## src/rtl/mem_arb_pkg.sv

```systemverilog
// Shared encodings for the instruction/data cache memory-port arbiter.
package mem_arb_pkg;

  typedef enum logic [2:0] {
    IDLE  = 3'd0,
    CMD   = 3'd1,
    WDATA = 3'd2,
    RDATA = 3'd3,
    DONE  = 3'd4
  } state_e;

  typedef enum logic {
    GNT_IC = 1'b0,
    GNT_DC = 1'b1
  } gnt_e;

  localparam int unsigned WORD_BYTES_LOG2 = 2;

  // Byte-offset bits covered by one line burst of word-sized beats.
  function automatic int unsigned line_off_bits(input int unsigned beats);
    return $clog2(beats) + WORD_BYTES_LOG2;
  endfunction

endpackage

```

## src/rtl/rr_arb2.sv

```systemverilog
// Two-way round-robin arbiter; bit 0 is the icache, bit 1 the dcache.
module rr_arb2
  import mem_arb_pkg::*;
(
  input  logic       clk,
  input  logic       rst,
  input  logic [1:0] req,
  input  logic       advance,
  output logic [1:0] gnt
);

  gnt_e last_q;

  // On a tie the requester not served last wins.
  always_comb begin
    gnt = 2'b00;
    case (req)
      2'b01:   gnt = 2'b01;
      2'b10:   gnt = 2'b10;
      2'b11:   gnt = (last_q == GNT_DC) ? 2'b01 : 2'b10;
      default: gnt = 2'b00;
    endcase
  end

  always_ff @(posedge clk) begin
    if (!rst) begin
      last_q <= GNT_DC;
    end else if (advance && (gnt != 2'b00)) begin
      last_q <= gnt[1] ? GNT_DC : GNT_IC;
    end
  end

endmodule

```

## src/rtl/mem_arbiter.sv

```systemverilog
// Shares one burst memory port between icache refills and dcache refill/writeback,
// and raises the CPU pipeline stall while any cache is waiting or being served.
module mem_arbiter
  import mem_arb_pkg::*;
#(
  parameter int unsigned BEATS  = 4,
  parameter int unsigned ADDR_W = 32,
  parameter int unsigned DATA_W = 32
) (
  input  logic              clk,
  input  logic              rst,
  input  logic              ic_req,
  input  logic [ADDR_W-1:0] ic_addr,
  output logic              ic_rvalid,
  output logic              ic_ack,
  input  logic              dc_req,
  input  logic              dc_we,
  input  logic [ADDR_W-1:0] dc_addr,
  input  logic [DATA_W-1:0] dc_wdata,
  output logic              dc_wnext,
  output logic              dc_rvalid,
  output logic              dc_ack,
  output logic [DATA_W-1:0] rdata,
  output logic              mem_cmd_valid,
  input  logic              mem_cmd_ready,
  output logic [ADDR_W-1:0] mem_cmd_addr,
  output logic              mem_cmd_we,
  output logic              mem_wdata_valid,
  input  logic              mem_wdata_ready,
  output logic [DATA_W-1:0] mem_wdata,
  input  logic              mem_rdata_valid,
  input  logic [DATA_W-1:0] mem_rdata,
  output logic              stall
);

  localparam int unsigned       CNT_W     = $clog2(BEATS);
  localparam int unsigned       OFF_W     = line_off_bits(BEATS);
  localparam logic [ADDR_W-1:0] LINE_MASK = {ADDR_W{1'b1}} << OFF_W;
  localparam logic [CNT_W-1:0]  LAST_BEAT = CNT_W'(BEATS - 1);

  state_e            state_q;
  gnt_e              gnt_q;
  logic [CNT_W-1:0]  cnt_q;
  logic              cmd_valid_q;
  logic [ADDR_W-1:0] cmd_addr_q;
  logic              cmd_we_q;
  logic              wdata_valid_q;
  logic              ic_ack_q;
  logic              dc_ack_q;

  logic [1:0]        arb_gnt;
  logic              arb_advance;
  logic              wr_beat;
  logic              rd_beat;
  logic              beat_acc;

  assign arb_advance = (state_q == IDLE) && (ic_req || dc_req);

  rr_arb2 u_rr_arb2 (
    .clk     (clk),
    .rst     (rst),
    .req     ({dc_req, ic_req}),
    .advance (arb_advance),
    .gnt     (arb_gnt)
  );

  // Beats move only in their own data phase; stray read valids elsewhere are dropped.
  assign wr_beat  = (state_q == WDATA) && mem_wdata_ready;
  assign rd_beat  = (state_q == RDATA) && mem_rdata_valid;
  assign beat_acc = wr_beat || rd_beat;

  always_ff @(posedge clk) begin
    if (!rst) begin
      state_q       <= IDLE;
      gnt_q         <= GNT_IC;
      cnt_q         <= '0;
      cmd_valid_q   <= 1'b0;
      cmd_addr_q    <= '0;
      cmd_we_q      <= 1'b0;
      wdata_valid_q <= 1'b0;
      ic_ack_q      <= 1'b0;
      dc_ack_q      <= 1'b0;
    end else begin
      ic_ack_q <= 1'b0;
      dc_ack_q <= 1'b0;
      case (state_q)
        IDLE: begin
          if (arb_advance) begin
            state_q     <= CMD;
            cmd_valid_q <= 1'b1;
            cnt_q       <= '0;
            if (arb_gnt[1]) begin
              gnt_q      <= GNT_DC;
              cmd_addr_q <= dc_addr & LINE_MASK;
              cmd_we_q   <= dc_we;
            end else begin
              gnt_q      <= GNT_IC;
              cmd_addr_q <= ic_addr & LINE_MASK;
              cmd_we_q   <= 1'b0;
            end
          end
        end
        CMD: begin
          if (mem_cmd_ready) begin
            cmd_valid_q <= 1'b0;
            if (cmd_we_q) begin
              state_q       <= WDATA;
              wdata_valid_q <= 1'b1;
            end else begin
              state_q <= RDATA;
            end
          end
        end
        WDATA, RDATA: begin
          if (beat_acc) begin
            cnt_q <= cnt_q + CNT_W'(1);
            if (cnt_q == LAST_BEAT) begin
              state_q       <= DONE;
              wdata_valid_q <= 1'b0;
              ic_ack_q      <= (gnt_q == GNT_IC);
              dc_ack_q      <= (gnt_q == GNT_DC);
            end
          end
        end
        DONE: begin
          state_q <= IDLE;
        end
        default: begin
          state_q <= IDLE;
        end
      endcase
    end
  end

  assign mem_cmd_valid   = cmd_valid_q;
  assign mem_cmd_addr    = cmd_addr_q;
  assign mem_cmd_we      = cmd_we_q;
  assign mem_wdata_valid = wdata_valid_q;
  assign mem_wdata       = dc_wdata;
  assign ic_ack          = ic_ack_q;
  assign dc_ack          = dc_ack_q;

  assign dc_wnext  = wr_beat;
  assign ic_rvalid = rd_beat && (gnt_q == GNT_IC);
  assign dc_rvalid = rd_beat && (gnt_q == GNT_DC);
  assign rdata     = mem_rdata;

  assign stall = (state_q != IDLE) || ic_req || dc_req;

endmodule

```

## config.mk

```make
export PLATFORM = sky130hd
export DESIGN_NAME = mem_arbiter
export DESIGN_NICKNAME = d
export VERILOG_FILES = /design/src/rtl/mem_arb_pkg.sv /design/src/rtl/rr_arb2.sv /design/src/rtl/mem_arbiter.sv
export SDC_FILE = /design/constraint.sdc
export NUM_CORES = 1
export LEC_CHECK = 0
export ABC_AREA = 1
export CORE_AREA = 2 2 94 96
export DETAILED_ROUTE_END_ITERATION = 12
export DIE_AREA = 0 0 96 98
export HOLD_SLACK_MARGIN = 0.06
export PLACE_DENSITY = 0.81
export SYNTH_ARGS = -nofsm -noshare
export SYNTH_HDL_FRONTEND = slang
export SYNTH_SLANG_ARGS = --single-unit
```

## constraint.sdc

```tcl
create_clock -name clk -period 2.94 [get_ports clk]
set_input_delay 0.588 -clock clk [delete_from_list [all_inputs] [get_ports clk]]
set_output_delay 0.588 -clock clk [all_outputs]
set_load 0.01 [all_outputs]
```

==> impl_metrics.csv <==
group,metric,value,unit
cts,post_cts_resized,0,
pwr,powerDensity,628,nW/um^2
run_status,outcome,"complete, no violations",
timing,max_slew_margin,62.9,%
synth,synth_area_leaders,"dfxtp_1 33%, nand2_1 24%, buf_4 23%",
grt,grt_max_degree,31,
grt,grt_usage,12.4,%
synth,synth_area_leader_cell,"dfxtp_1",
worst_setup_path,worstPathRequired,2.35,ns
detailed_routing,drt_pass1_iterations,4,
cells_and_area,diodes,0,
synth,netlist_instances,362,
worst_setup_path,critical_path_arrival,1.89,ns
floorplanning,fp.coreArea,8470,sq um
pwr,swShare,36.7,%
synth,yosysWarnings,0,
synth,synthXorXnorAreaFrac,0,%
cells_and_area,drive_gt1_share,5.85,%
cts,tritoncts,"built",
synth,syn_area_per_cell,6.76,sq um
timing,drv_slew,0,
place,finalWeightedCongestion,0.749,
detailed_routing,drc_errors,0,
cells_and_area,final_common_cell,"nand2_1",
grt,grt_pass1_vias,2083,
detailed_routing,ant_nets,0,
grt,overflow,0,
cts,clockBufferDepth,2,
timing,fin_crit_sh,84.4,%
cts,cts_max_level,2,
timing,clock.fmax,403,MHz
timing,hold_viol_final,0,
worst_setup_path,end_kind,"output pin",
pwr,ir_drop,0.173,mV
floorplanning,dieArea,9410,sq um
grt,grt_pass1_wl,9.20,mm
cells_and_area,nets,529,
grt,antenna_found_initial,0,
synth,synthesis.area,2450,sq um
timing,setup_tns,0,ns
detailed_routing,wl,5.94,mm
synth,ys_seq_area_share,32.7,%
floorplanning,initial_core_util,28.9,%
floorplanning,io_pins,241,
timing,hold_slack,0.466,ns
detailed_routing,vias_per_cell,4.34,
cells_and_area,fin_util,36.6,%
timing,rsz0062_at_grt,"false",
synth,yosys-mux-area-fraction,0,%
place,dp_cells,493,
cts,numCtsBuffers,5,
place,dp_hpwl,4.44,mm
detailed_routing,first_iter_violations,40,
synth,synth_compound_area_share,7.15,%
cells_and_area,layout_common_cells,"156 x nand2_1, 100 x clkdlybuf4s50_1, 40 x dfxtp_1, 30 x a21oi_1, 13 x nor2_1",
cts,root_buffer,"clkbuf_8",
place,port_buffers,100,
synth,synth.distinct_cells,22,
synth,synth_adder_area_share,0.511,%
synth,synth_top_family_by_area,"simple AND/OR/NAND/NOR gates",
place,dp_worst_setup_slack,0.436,ns
detailed_routing,via_count,2175,
worst_setup_path,criticalPathCategory,"primary input to output pin",
timing,min_period,2.48,ns
timing,setup_violations,0,
cts,cts_setup_buffers,0,
pwr,clockPowerShare,19.3,%
pwr,leakagePower,1.33,nW
synth,synth_top_area_share,32.7,%
pwr,pwr-share-comb,43.1,%
floorplanning,dieHeight,98,um
timing,layout_setup_ws,0.459,ns
cts,clkTransAtPathRegs,0.08,ns
timing,clock_skew,0.00493,ns
worst_setup_path,startpoint_type,"primary input",
floorplanning,row_count,34,
synth,ys_ff_latch,40,
cells_and_area,layoutNonFillerInstCount,501,
synth,yosys.area_share.simple,31.5,%
cts,cts_hold_buf,0,
detailed_routing,avgRoutedWirePerCell,11.9,um
timing,worstMarginPinSlew,0.555,ns
floorplanning,fp.dieW,96,um
pwr,power_frac_seq,37.6,%
cells_and_area,syn2layout_area_growth,26.5,%
min_path,hp-class,"register to register",
worst_setup_path,path_max_fanout,4,
cts,cts_sinks,40,
pwr,p_int,0.00123,W
cts,clock_latency,0.28,ns
pwr,p_switching,0.000715,W
job,cap_violations,0,
per-stage QoR:
| step | instance area, sq um | power, W |
|---|---|---|
| after floorplan | 2460 | 0.00135 |
| after global placement | 3010 | 0.00157 |
| after detailed placement | 3010 | 0.00159 |
| after CTS | 3100 | 0.00199 |
| after global routing | 3100 | 0.00211 |
| final | 3100 | 0.00195 |
sequential cells by signal (all words and copies together), names as in the netlist:
name and flops:
gnt_q 1, mem_cmd_valid 1, u_rr_arb2.last_q 1, mem_wdata_valid 1, mem_cmd_we 1, ic_ack 1, cnt_q 2, state_q 3
mem_cmd_addr 28, dc_ack 1
cell type report:
class,count,area [sq um]
Fill cell,893,5370
Inverter,13,51.3
Sequential cell,40,801
Tap cell,108,135
Timing Repair Buffer,104,1040
Multi-Input combinational cell,228,975
Clock inverter,2,10.0
Clock buffer,6,82.6
logic make-up after synthesis:
| family | Yosys count |
|---|---|
| compound gates | 35 |
| fa+ha+maj | 1 |
| buf+inv | 97 |
| flops | 40 |
| other cells | 1 |
| simple gates | 188 |
worst max-delay path, cell delays in order:
cell	delay, ns
clkdlybuf4s50_1	0.50
nand3_2	0.13
nor2_1	0.12
clkdlybuf4s50_1	0.56
per-layer routing:
layer / share of wire, % / track usage, % / vias to the layer above
met5: 0 / 0 / -
met2: 50 / 22.5 / 82
met3: 7.2 / 3.09 / 15
met1: 40 / 12.8 / 975
met4: 2.8 / 6.70 / 0
li1: - / - / 1103
Yosys cell counts:
cell type	n
a21oi_1	30
buf_2	2
nand4_1	1
buf_4	74
nor3_1	2
nand2_1	156
dfxtp_1	40
inv_4	1
clkbuf_1	3
nand3b_4	1
o21ai_1	2
ha_1	1
inv_2	2
nor2_4	2
buf_6	5
inv_1	10
o21ai_0	3
nand3_1	8
nand3_2	2
conb_1	1
nor2_1	13
nand2_2	3
power groups by stage:
| stage | Clock (W) | Sequential [W] | Combinational [W] |
|---|---|---|---|
| final | 0.000376 | 0.000731 | 0.000839 |
| after global routing | 0.000423 | 0.000747 | 0.000938 |
| after CTS | 0.000405 | 0.000731 | 0.000852 |
| after detailed placement | 0 | 0.000743 | 0.000850 |
| after global placement | 0 | 0.000737 | 0.000831 |
| after floorplan | 0 | 0.000777 | 0.000577 |
worst paths after layout:
kind                                 startpoint  slack [ns]  cells past startpoint                            end
hold reg to reg   mem_cmd_addr[26]$_SDFFE_PN0P_        0.47                      2  mem_cmd_addr[26]$_SDFFE_PN0P_
setup / recovery                mem_rdata_valid        0.46                      4                      dc_rvalid
hold / removal    mem_cmd_addr[26]$_SDFFE_PN0P_        0.47                      2  mem_cmd_addr[26]$_SDFFE_PN0P_
setup reg to reg        state_q[2]$_SDFFE_PN0P_        1.48                      5  mem_cmd_addr[28]$_SDFFE_PN0P_
Power figures use the tool's default switching activity.
==> RTL edit (same settings) <==
`BEATS`: 4 -> 8.
--- a/src/rtl/mem_arbiter.sv
+++ b/src/rtl/mem_arbiter.sv
@@ -5,3 +5,3 @@
 #(
-  parameter int unsigned BEATS  = 4,
+  parameter int unsigned BEATS  = 8,
   parameter int unsigned ADDR_W = 32,
Behaviour: not the same (a bounded check fails within 4 cycles, from zero or initial values and one cycle with rst low).
==> RTL edit against the original RTL <==
Setup slack lost 0.10 ns; total power shrank 12%; hold slack improved by 0.0017 ns; cell area is 6.5% lower; area after synthesis fell by 7.6%; sequential cell count stayed put; routed wire length rose by 9.9%; via count is 6.4% lower; fmax down 3.9%; largest cell class unchanged.
==> RTL edit: results (changes against the original RTL) <==
- The stage delay of the slowest cell on the critical path is 0.54 ns (-0.02 ns).
- The count of plain and timing-repair buffers is 101 (-2.9%).
- The proportion of power drawn by the clock network is 20.9% (+1.6 points).
- The reg2reg setup slack is 1.19 ns (-0.29 ns).
- The synthesized-area fraction occupied by ao, oa, aoi and oai cells is 21.5% (+14 points).
- The flow ran to the end, and the final reports show no timing, DRC or antenna violations.
- The commonest cells after synthesis are 72 x sky130_fd_sc_hd__buf_4, 58 x sky130_fd_sc_hd__a21oi_1, 48 x sky130_fd_sc_hd__nand2_1, 40 x sky130_fd_sc_hd__dfxtp_1, 28 x sky130_fd_sc_hd__o21ai_0.
- The total leakage power is 1.13 nW (-15%).
- The worst register-to-register path ends at mem_cmd_addr[30]$_SDFFE_PN0P_.
- The global-route wire length before repair was 10600 µm (+15%).
- The worst-case setup slack after placement is 0.376 ns (-0.0602 ns).
- The worst setup path startpoint is dc_req.
- The share of cell area taken by flip-flops and latches came to 27.6% (+1.8 points).
- The met2 usage came to 23.6% (+1.1 points).
- The worst-path maximum fanout is 3 (-1).
- In this run the critical register-to-register path is launched from state_q[0]$_SDFFE_PN0P_.
- The total placed cells including tap cells is 431 (-13%).
- The number of nets in the finished design came to 468 (-12%).
- The share of the yosys chip area belonging to registers is 35.4% (+2.7 points).
- The number of fill cells in the layout is 880 (-1.5%).
- For hold timing, the worst endpoint is u_rr_arb2.last_q$_SDFFE_PN1P_.
- The fraction of final layout cells with drive strength greater than 1 came to 6.97% (+1.1 points).
- The beginning of the worst hold path is u_rr_arb2.last_q$_SDFFE_PN1P_.
- The met3 demand-to-capacity share in global routing is 4.94% (+1.9 points).
- The count of mapped cells out of synthesis is 301 (-17%).
- The post-detailed-placement cell area was 2820 µm² (-6.3%).
- The routability-driven placement congestion ratio was 0.775 (+3.6%).
- The clock network area share was 2.81% (-0.18 points).
- The combinational gate power came to 667 µW (-21%).
- The end point of the critical path is stall.
- The detailed placement HPWL is 4770 µm (+7.5%).
- The count of routing violations after the opening detailed-route iteration is 35 (-13%).
- The shortest period the worst path allows was 2.58 ns (+0.100 ns).
- The average wire per cell in the routed design is 14.9 µm (+26%).
- The clock distribution power is 360 µW (-4%).
- The final hold slack is 0.468 ns (+0.00170 ns).
- The non-clock buffer contribution to total cell area came to 35.0% (+1.3 points).
[RTL edit: cell count changes in the layout (fill, tap and decap cells not counted), moves of 3 or more]
cell,change
sky130_fd_sc_hd__nand2_1,-108
sky130_fd_sc_hd__a21oi_1,+28
sky130_fd_sc_hd__o21ai_0,+25
sky130_fd_sc_hd__nor2_1,-5
sky130_fd_sc_hd__a21oi_2,+4
sky130_fd_sc_hd__clkdlybuf4s50_1,-3
sky130_fd_sc_hd__nand3_1,-3
[RTL edit: routing by layer]
metal | part of all wire (%) | up-vias
met3 | 10 | 44
li1 | - | 971
met1 | 39 | 908
met4 | 3.8 | 0
met5 | 0 | -
met2 | 47 | 113
[RTL edit: cells by family (layout without fill, tap and decap cells)]
logic type,count (synthesis),count (layout)
buffers and inverters,96,121
AO/OA/AOI/OAI,93,93
AND/OR/NAND/NOR,69,69
flip-flops,40,40
adder cells (fa/ha/maj),2,2
other,1,5
